$ cat config.mk
export PLATFORM = sky130hd
export DESIGN_NAME = pmod_als_spi_responder
export DESIGN_NICKNAME = d
export VERILOG_FILES = /design/src/rtl/pmod_als_spi_responder.sv
export SDC_FILE = /design/constraint.sdc
export NUM_CORES = 1
export LEC_CHECK = 0
export CAP_MARGIN = 20
export CORE_MARGIN = 4
export CORE_UTILIZATION = 55
export CTS_CLUSTER_DIAMETER = 150
export DETAILED_ROUTE_END_ITERATION = 10
export DONT_BUFFER_PORTS = 1
export PLACE_DENSITY = 0.85
export RECOVER_POWER = 50
export SLEW_MARGIN = 25
export SYNTH_ARGS = -nofsm -noshare
export SYNTH_HDL_FRONTEND = slang
export SYNTH_SLANG_ARGS = --single-unit
$ cat constraint.sdc
create_clock -name clock -period 1.7 [get_ports clock]
set_input_delay 0.255 -clock clock [delete_from_list [all_inputs] [get_ports clock]]
set_output_delay 0.255 -clock clock [all_outputs]
set_load 0.02 [all_outputs]
$ cat src/rtl/pmod_als_spi_responder.sv
// pmod_als_spi_responder: SPI slave model of the PmodALS sensor, shifts a 16-bit frame on sdo.
// cs/sck are synchronized into the clock domain and sampled for edges one clock later.
module pmod_als_spi_responder #(
  parameter int FRAME_BITS  = 16,
  parameter int DATA_LSB    = 4,
  parameter int SYNC_STAGES = 2,
  parameter int RAMP_MODE   = 0
) (
  input  logic        clock,
  input  logic        reset,
  input  logic        cs,
  input  logic        sck,
  output logic        sdo,
  input  logic [7:0]  sample,
  output logic        busy,
  output logic        frame_done,
  output logic        frame_abort,
  output logic [15:0] frame_count
);
  localparam int CW = $clog2(FRAME_BITS + 1);
  typedef enum logic [1:0] {IDLE, SHIFT, TAIL} state_t;
  state_t state, state_n;
  logic [SYNC_STAGES-1:0] cs_sync, sck_sync;
  logic cs_p, sck_p, cs_s, sck_s;
  logic cs_fall, cs_rise, sck_fall, sck_rise;
  logic start, done, abort, fall_shift, rise_inc;
  logic [FRAME_BITS-1:0] shift, frame;
  logic [CW-1:0] rise_cnt;
  logic [7:0] ramp;
  assign cs_s     = cs_sync[SYNC_STAGES-1];
  assign sck_s    = sck_sync[SYNC_STAGES-1];
  assign cs_fall  = cs_p & ~cs_s;
  assign cs_rise  = ~cs_p & cs_s;
  assign sck_fall = sck_p & ~sck_s;
  assign sck_rise = ~sck_p & sck_s;
  assign frame    = FRAME_BITS'(RAMP_MODE != 0 ? ramp : sample) << DATA_LSB;
  always_comb begin
    state_n    = state;
    start      = 1'b0;
    done       = 1'b0;
    abort      = 1'b0;
    fall_shift = 1'b0;
    rise_inc   = 1'b0;
    case (state)
      IDLE: begin
        start   = cs_fall;
        state_n = cs_fall ? SHIFT : IDLE;
      end
      SHIFT: begin
        abort      = cs_rise;
        fall_shift = ~cs_rise & sck_fall;
        rise_inc   = ~cs_rise & sck_rise;
        state_n    = cs_rise ? IDLE : (rise_inc && rise_cnt == CW'(FRAME_BITS - 1)) ? TAIL : SHIFT;
      end
      TAIL: begin
        done    = cs_rise;
        state_n = cs_rise ? IDLE : TAIL;
      end
      default: state_n = IDLE;
    endcase
  end
  // sdo on the k-th sck fall presents frame bit FRAME_BITS-k, so the first rise samples the MSB
  always_ff @(posedge clock or posedge reset) begin
    if (reset) begin
      state       <= IDLE;
      cs_sync     <= '1;
      sck_sync    <= '1;
      cs_p        <= 1'b1;
      sck_p       <= 1'b1;
      sdo         <= 1'b0;
      busy        <= 1'b0;
      frame_done  <= 1'b0;
      frame_abort <= 1'b0;
      frame_count <= '0;
      ramp        <= '0;
      shift       <= '0;
      rise_cnt    <= '0;
    end else begin
      state       <= state_n;
      cs_sync     <= {cs_sync[SYNC_STAGES-2:0], cs};
      sck_sync    <= {sck_sync[SYNC_STAGES-2:0], sck};
      cs_p        <= cs_s;
      sck_p       <= sck_s;
      frame_done  <= done;
      frame_abort <= abort;
      if (start) begin
        shift    <= frame;
        sdo      <= frame[FRAME_BITS-1];
        rise_cnt <= '0;
        busy     <= 1'b1;
      end else if (fall_shift) begin
        sdo   <= shift[FRAME_BITS-1];
        shift <= shift << 1;
      end
      if (rise_inc) rise_cnt <= rise_cnt + 1'b1;
      if (state == SHIFT && state_n == TAIL) sdo <= 1'b0;
      if (done | abort) begin
        busy <= 1'b0;
        sdo  <= 1'b0;
      end
      if (done) begin
        frame_count <= frame_count + 1'b1;
        ramp        <= ramp + 1'b1;
      end
    end
  end
endmodule

==> impl_metrics.tcl, run 1 <==
set metrics [dict create \
    placed_area_um2 2050 \
    antenna_left 0 \
    period_needed_ns 1.62 \
    slowest_delay_ns 0.58 \
    power.density_nw_per_um2 922 \
    rows 21 \
    grt_use_met3 0.0632 \
    avgSynthCellArea_um2 10.6 \
    final.setup_skew_ns 0.00813 \
    cts_made_buffers 5 \
    fmax_mhz 619 \
    arrival_ns 1.89 \
    final_common_cell "dfrtp_1" \
    clock_tree.root_cell "clkbuf_4" \
    dr.pass1.iters 4 \
    die_h_um 67.4 \
    yosysUniqueCellTypes 32 \
    antenna_found_initial 0 \
    grt_use_met1 0.214 \
    yosys_warnings 0 \
    worstPathCellList "nor2b_4 > nand3_2 > clkinv_2 > and4_4 > and3_1 > xor2_1" \
    finalCritPeriodShare 0.951 \
    wire_per_inst_um 15.4 \
    leakagePower_uw 0.00104 \
    routed_via_density 5.56 \
    status "complete, no violations" \
    path_max_fanout 7 \
    dp_cells 235 \
    crit_path_end_kind "flip-flop" \
    place_congestion 0.867 \
    nNetsFinal 216 \
    h-tree-depth 2 \
    clk_pin_slew_ns 0.12 \
    syn_inst 184 \
    syn_area_um2 1940 \
    worst_slew_pin_slew_ns 0.537 \
    ys_ff_latch 45 \
    grt_util_met2 0.306 \
    power_uw 1990 \
    maxSlewViolCount 0 \
    clk_latency_ns 0.35 \
    fin_cells 248 \
    grt.busiest_layer "met2" \
    grt_pass1_wl_um 6240 \
    first_iter_violations 92 \
    stdcell_area_um2 2160 \
    io_pins 32 \
    cts_buffer_depth 2 \
    required_ns 1.97 \
    diodes 0 \
    critPathTopFamily "simple AND/OR/NAND/NOR gates" \
    cp-start-kind "flip-flop" \
    grt.overflow.total 0 \
    clock_sinks 45 \
    die_w_um 67.4 \
    dieArea_um2 4550 \
    drc 0 \
    port_buffers 0 \
    core_area_um2 3360 \
    hold_violations 0 \
    grt_max_degree 46 \
    hpwl_um 2760 \
    cp_slowest_cell "dfstp_2" \
    setup_viol 0 \
    postRouteWirelength_um 3810 \
    cts_tree "yes" \
    hold_class "input pin to flip-flop" \
    drive_above_1_share 0.149 \
    timing.critical_path.buf_inv 1 \
    final_cell_mix "dfrtp_1 (38), nand2_1 (27), a21oi_1 (22)" \
    grt_pass1_vias 1396 \
    syn_nets 199 \
    seq_area_frac_synth 0.584 \
    vdd.ir_drop.worst_mv 0.606 \
    start_util 0.577 \
    crit_type "flip-flop to flip-flop" \
    vias 1380 \
    holdWs_ns 0.0732 \
    max_cap_violations 0 \
    setup_tns_ns 0 \
    grt_use_total 0.187 \
    slew_headroom 0.642 \
    synthToLayoutAreaGrowth_pct 11.3 \
]
-- state kept, by name, summed over array words and instances (netlist names), 2 cells and up --
name / count
rise_cnt: 5
shift: 12
frame_count: 16
sck_sync: 2
cs_sync: 2
state: 2
-- per-stage QoR --
| stage | setup WS [ns] | util |
|---|---|---|
| 6_report | 0.0832 | 0.642 |
| 4_1_cts | 0.00180 | 0.634 |
| 3_3_place_gp | 0.0933 | 0.611 |
| 5_1_grt | -0.00504 | 0.642 |
| 3_5_place_dp | 0.0261 | 0.611 |
| 2_1_floorplan | 0.0578 | - |
-- area by class of cell --
cell class / count / area, µm²
timing repair buffer: 16 / 130
fill: 285 / 1200
sequential: 45 / 1130
tap: 46 / 57.6
multi-input combinational: 125 / 758
clock buffer: 8 / 48.8
inverter: 8 / 31.3
-- power breakdown --
part	switching (µW)	internal, µW
sequential	92.5	1180
clock	298	165
combinational	142	110
-- repair_timing --
item | 4_1_cts | 5_1_grt
endpoints found under the hold margin | 41 | 1
buffers inserted | 0 | 1
endpoints found under the setup margin | 0 | 18
gates resized for setup | 0 | 4
hold buffers | 3 | 1
-- metal layers --
layer  routed length (µm)  vias to the layer above
li1                     -                      654
met1                 1520                      679
met2                 1970                       38
met3                  236                        9
met4                   87                        0
met5                    0                        -
-- synth_stat cells, drive strengths merged --
cell,count,area [µm²]
dfrtp,39,976
nand2,27,101
a21oi,22,110
nor2,14,52.6
nand3,9,50.1
xnor2,9,78.8
and3,7,43.8
inv,7,26.3
xor2,7,61.3
dfstp,6,158
buf,4,20.0
a22o,3,26.3
ha,3,37.5
nand2b,3,18.8
nand4,3,18.8
nor2b,3,26.3
and2,2,12.5
and4,2,17.5
clkbuf,2,7.51
nor4b,2,23.8
o21ai,2,10.0
a211oi,1,7.51
a31oi,1,6.26
clkinv,1,5.00
mux2,1,11.3
mux2i,1,10.0
nand4b,1,8.76
o211ai,1,7.51
o221ai,1,8.76
-- cell families (layout without fill, tap and decap cells) --
| logic type | count (synthesis) | count (layout) | synth area share |
|---|---|---|---|
| simple gates | 73 | 73 | 0.193 |
| flops | 45 | 45 | 0.584 |
| compound gates | 31 | 31 | 0.0909 |
| xor+xnor | 16 | 16 | 0.0722 |
| buf+inv | 14 | 32 | 0.0303 |
| fa+ha+maj | 3 | 3 | 0.0193 |
| mux | 2 | 2 | 0.0110 |
-- path summary, 6_finish.rpt --
| path | from | endpoint | slack [ns] | depth (start not counted) |
|---|---|---|---|---|
| worst max-delay path | cs_sync[1] | frame_count[9] | 0.08 | 6 |
| worst min-delay path | sample[3] | shift[7] | 0.07 | 2 |
| worst max register to register | cs_sync[1] | frame_count[9] | 0.08 | 6 |
| worst min register to register | cs_sync[0] | cs_sync[1] | 0.37 | 0 |
| max in group asynchronous | reset | frame_count[0] | 0.81 | 3 |
| min in group asynchronous | reset | state[0] | 0.49 | 3 |
Note: power is estimated with default switching activity, not from simulation.
==> inputs of run 2 (changes only) <==
--- a/config.mk
+++ b/config.mk
@@ -5,13 +5,15 @@
 export SDC_FILE = /design/constraint.sdc
 export NUM_CORES = 1
 export LEC_CHECK = 0
+export ABC_AREA = 1
+export ABC_CLOCK_PERIOD_IN_PS = 1700
 export CAP_MARGIN = 20
 export CORE_MARGIN = 4
-export CORE_UTILIZATION = 55
+export CORE_UTILIZATION = 56
 export CTS_CLUSTER_DIAMETER = 150
 export DETAILED_ROUTE_END_ITERATION = 10
 export DONT_BUFFER_PORTS = 1
-export PLACE_DENSITY = 0.85
+export PLACE_DENSITY = 0.86
 export RECOVER_POWER = 50
 export SLEW_MARGIN = 25
 export SYNTH_ARGS = -nofsm -noshare
==> run 2 against run 1 <==
Non-clock buffer count decreased by 3. Via count is 18% higher. Sequential share of layout area shrank 4.4 points. Sequential power hardly changed. Core utilization shrank 0.37 points. Total power grew 14%. Critical endpoint unchanged.
==> impl_metrics.tcl, run 2 <==
set metrics [dict create \
    syn_area_um2 2150 \
    dr.pass1.iters 4 \
    grt_pass1_wl_um 7270 \
    finalCritPeriodShare 0.844 \
    drive_above_1_share 0.143 \
    utilization 0.639 \
    crit-reg2reg-launch "cs_sync[1]" \
    first_iter_violations 145 \
    rsz0062_at_grt "no" \
    maxSlewViolCount 0 \
    grt_use_total 0.186 \
    seq_area_frac_synth 0.526 \
    nNetsFinal 287 \
    final.setup_skew_ns 0.00853 \
    synth_area_leaders "dfrtp_1 (45%), nand2_1 (16%), dfstp_2 (7.3%)" \
    hold_class "input pin to flip-flop" \
    async_flop_share 1.00 \
    crit_path_end_kind "flip-flop" \
    arrival_ns 1.62 \
    yosys_warnings 0 \
    grt_pass1_vias 1624 \
    worstSetupEndpoint "frame_count[9]" \
    die_w_um 70.0 \
    start_util 0.584 \
    path_max_fanout 7 \
    cp-start-kind "flip-flop" \
    dp_cells 310 \
    status "complete, no violations" \
    fmax_mhz 697 \
    final_common_cell "nand2_1" \
    synth.top_cell.area_share 0.453 \
    cts_setup_buffers 0 \
    max_cap_violations 0 \
    cts_buffer_depth 2 \
    clk_pin_slew_ns 0.08 \
    vdd.ir_drop.worst_mv 0.569 \
    postRouteWirelength_um 4090 \
    die_h_um 70.0 \
    worst_slew_pin_slew_ns 1.09 \
    r2r_end "frame_count[9]" \
    setup_viol 0 \
    hold_violations 0 \
    synthToLayoutAreaGrowth_pct 9.41 \
    diodes 0 \
    setup_tns_ns 0 \
    vias 1630 \
    crit_type "flip-flop to flip-flop" \
    required_ns 1.89 \
    synthTopCellsByCount "nand2_1 (94), dfrtp_1 (39), inv_1 (28)" \
    clock_sinks 45 \
    cts_resized 0 \
    grt_max_degree 46 \
    h-tree-depth 2 \
    r2r_setup_slack_ns 0.26 \
    ys_ff_latch 45 \
    yosysUniqueCellTypes 26 \
    place_congestion 0.792 \
    power.density_nw_per_um2 963 \
    clk_latency_ns 0.30 \
    reg2regPathDepth 5 \
    drc 0 \
    largest_reg_flops 16 \
    dieArea_um2 4900 \
    slew_headroom 0.276 \
    yosysMostFrequentCell "nand2_1" \
    top_register "frame_count" \
    wire_per_inst_um 12.7 \
    grt.overflow.total 0 \
    final_cell_mix "nand2_1 (95), dfrtp_1 (39), inv_1 (27)" \
    synth_top_cell_by_area "dfrtp_1" \
    antenna_left 0 \
    synth_edf_count 0 \
    io_pins 32 \
    routed_via_density 5.08 \
    crit_path_start "cs_sync[1]" \
    synth_ff_type "dfrtp_1" \
    cts_made_buffers 5 \
    syn_nets 272 \
    leakagePower_uw 0.00122 \
    rows 22 \
    period_needed_ns 1.44 \
    hpwl_um 2990 \
    holdWs_ns 0.0695 \
    avgSynthCellArea_um2 8.38 \
    reg_top3 "frame_count: 16 flops, shift: 12 flops, rise_cnt: 5 flops" \
    port_buffers 0 \
    cts_hold_buffers 3 \
    syn_inst 257 \
    fin_cells 321 \
    core_area_um2 3690 \
    hold_path_depth 2 \
    antenna_found_initial 0 \
    clock_tree.root_cell "clkbuf_8" \
    cts_tree "yes" \
]
==> run 2: cell count changes after synthesis, sizes merged, moves of 3 or more <==
cell | before | now
nand2 | 27 | 99
a21oi | 22 | 0
inv | 7 | 28
nand3 | 9 | 23
nor2 | 14 | 25
o21ai | 2 | 10
and3 | 7 | 0
xnor2 | 9 | 4
xor2 | 7 | 2
a22o | 3 | 0
nand2b | 3 | 0
nor2b | 3 | 0
o22ai | 0 | 3
==> run 2: cell families after synthesis <==
logic type,after synthesis,synth area share
AOI/OAI and AO/OA,13,0.0320
xor gates and xnor gates,6,0.0244
adders and majority gates,3,0.0174
buffers and inverters,34,0.0691
DFF,45,0.526
and+or+nand+nor,156,0.331
==> run 2: worst max-delay path: stages, from the launching register on <==
cell and delay [ns]:
dfstp_1 0.55, nand2_1 0.16, nor2_8 0.20, nand3_2 0.15, o21ai_0 0.19, nand2_1 0.07
==> run 2: cell type report <==
class | count | area, µm²
Clock inverter | 2 | 10.0
Fill cell | 308 | 1330
Tap cell | 48 | 60.1
Clock buffer | 6 | 72.6
Multi-Input combinational cell | 178 | 868
Inverter | 29 | 109
Timing Repair Buffer | 13 | 103
Sequential cell | 45 | 1130
==> run 2: where the power goes <==
part	total, µW	switching (µW)	internal [µW]
Combinational	332	201	132
Clock	629	344	285
Sequential	1310	97.1	1210
==> run 2: per-layer routing <==
layer  wire, µm  GRT usage  share of wire
met2       2050      0.313           0.50
met5          0          0              0
met3        309     0.0691          0.076
met1       1680      0.216           0.41
met4         53     0.0660          0.013
==> run 2: stage by stage <==
stage / power (µW) / area [µm²] / setup slack (ns)
floorplan: 1590 / 2150 / 0.352
global placement: 1640 / 2250 / 0.326
detailed placement: 1660 / 2250 / 0.282
CTS: 2300 / 2360 / 0.277
global route: 2430 / 2360 / 0.100
finish: 2270 / 2360 / 0.265
==> run 2: worst min path at each step <==
| stage | startpoint | endpoint | slack [ns] |
|---|---|---|---|
| 2_1_floorplan | cs | cs_sync[0] | 0.26 |
| 3_3_place_gp | cs | cs_sync[0] | 0.26 |
| 3_5_place_dp | cs | cs_sync[0] | 0.26 |
| 4_1_cts | sample[0] | shift[4] | 0.06 |
| 5_1_grt | sample[0] | shift[4] | 0.1 |
| 6_report | sample[0] | shift[4] | 0.07 |
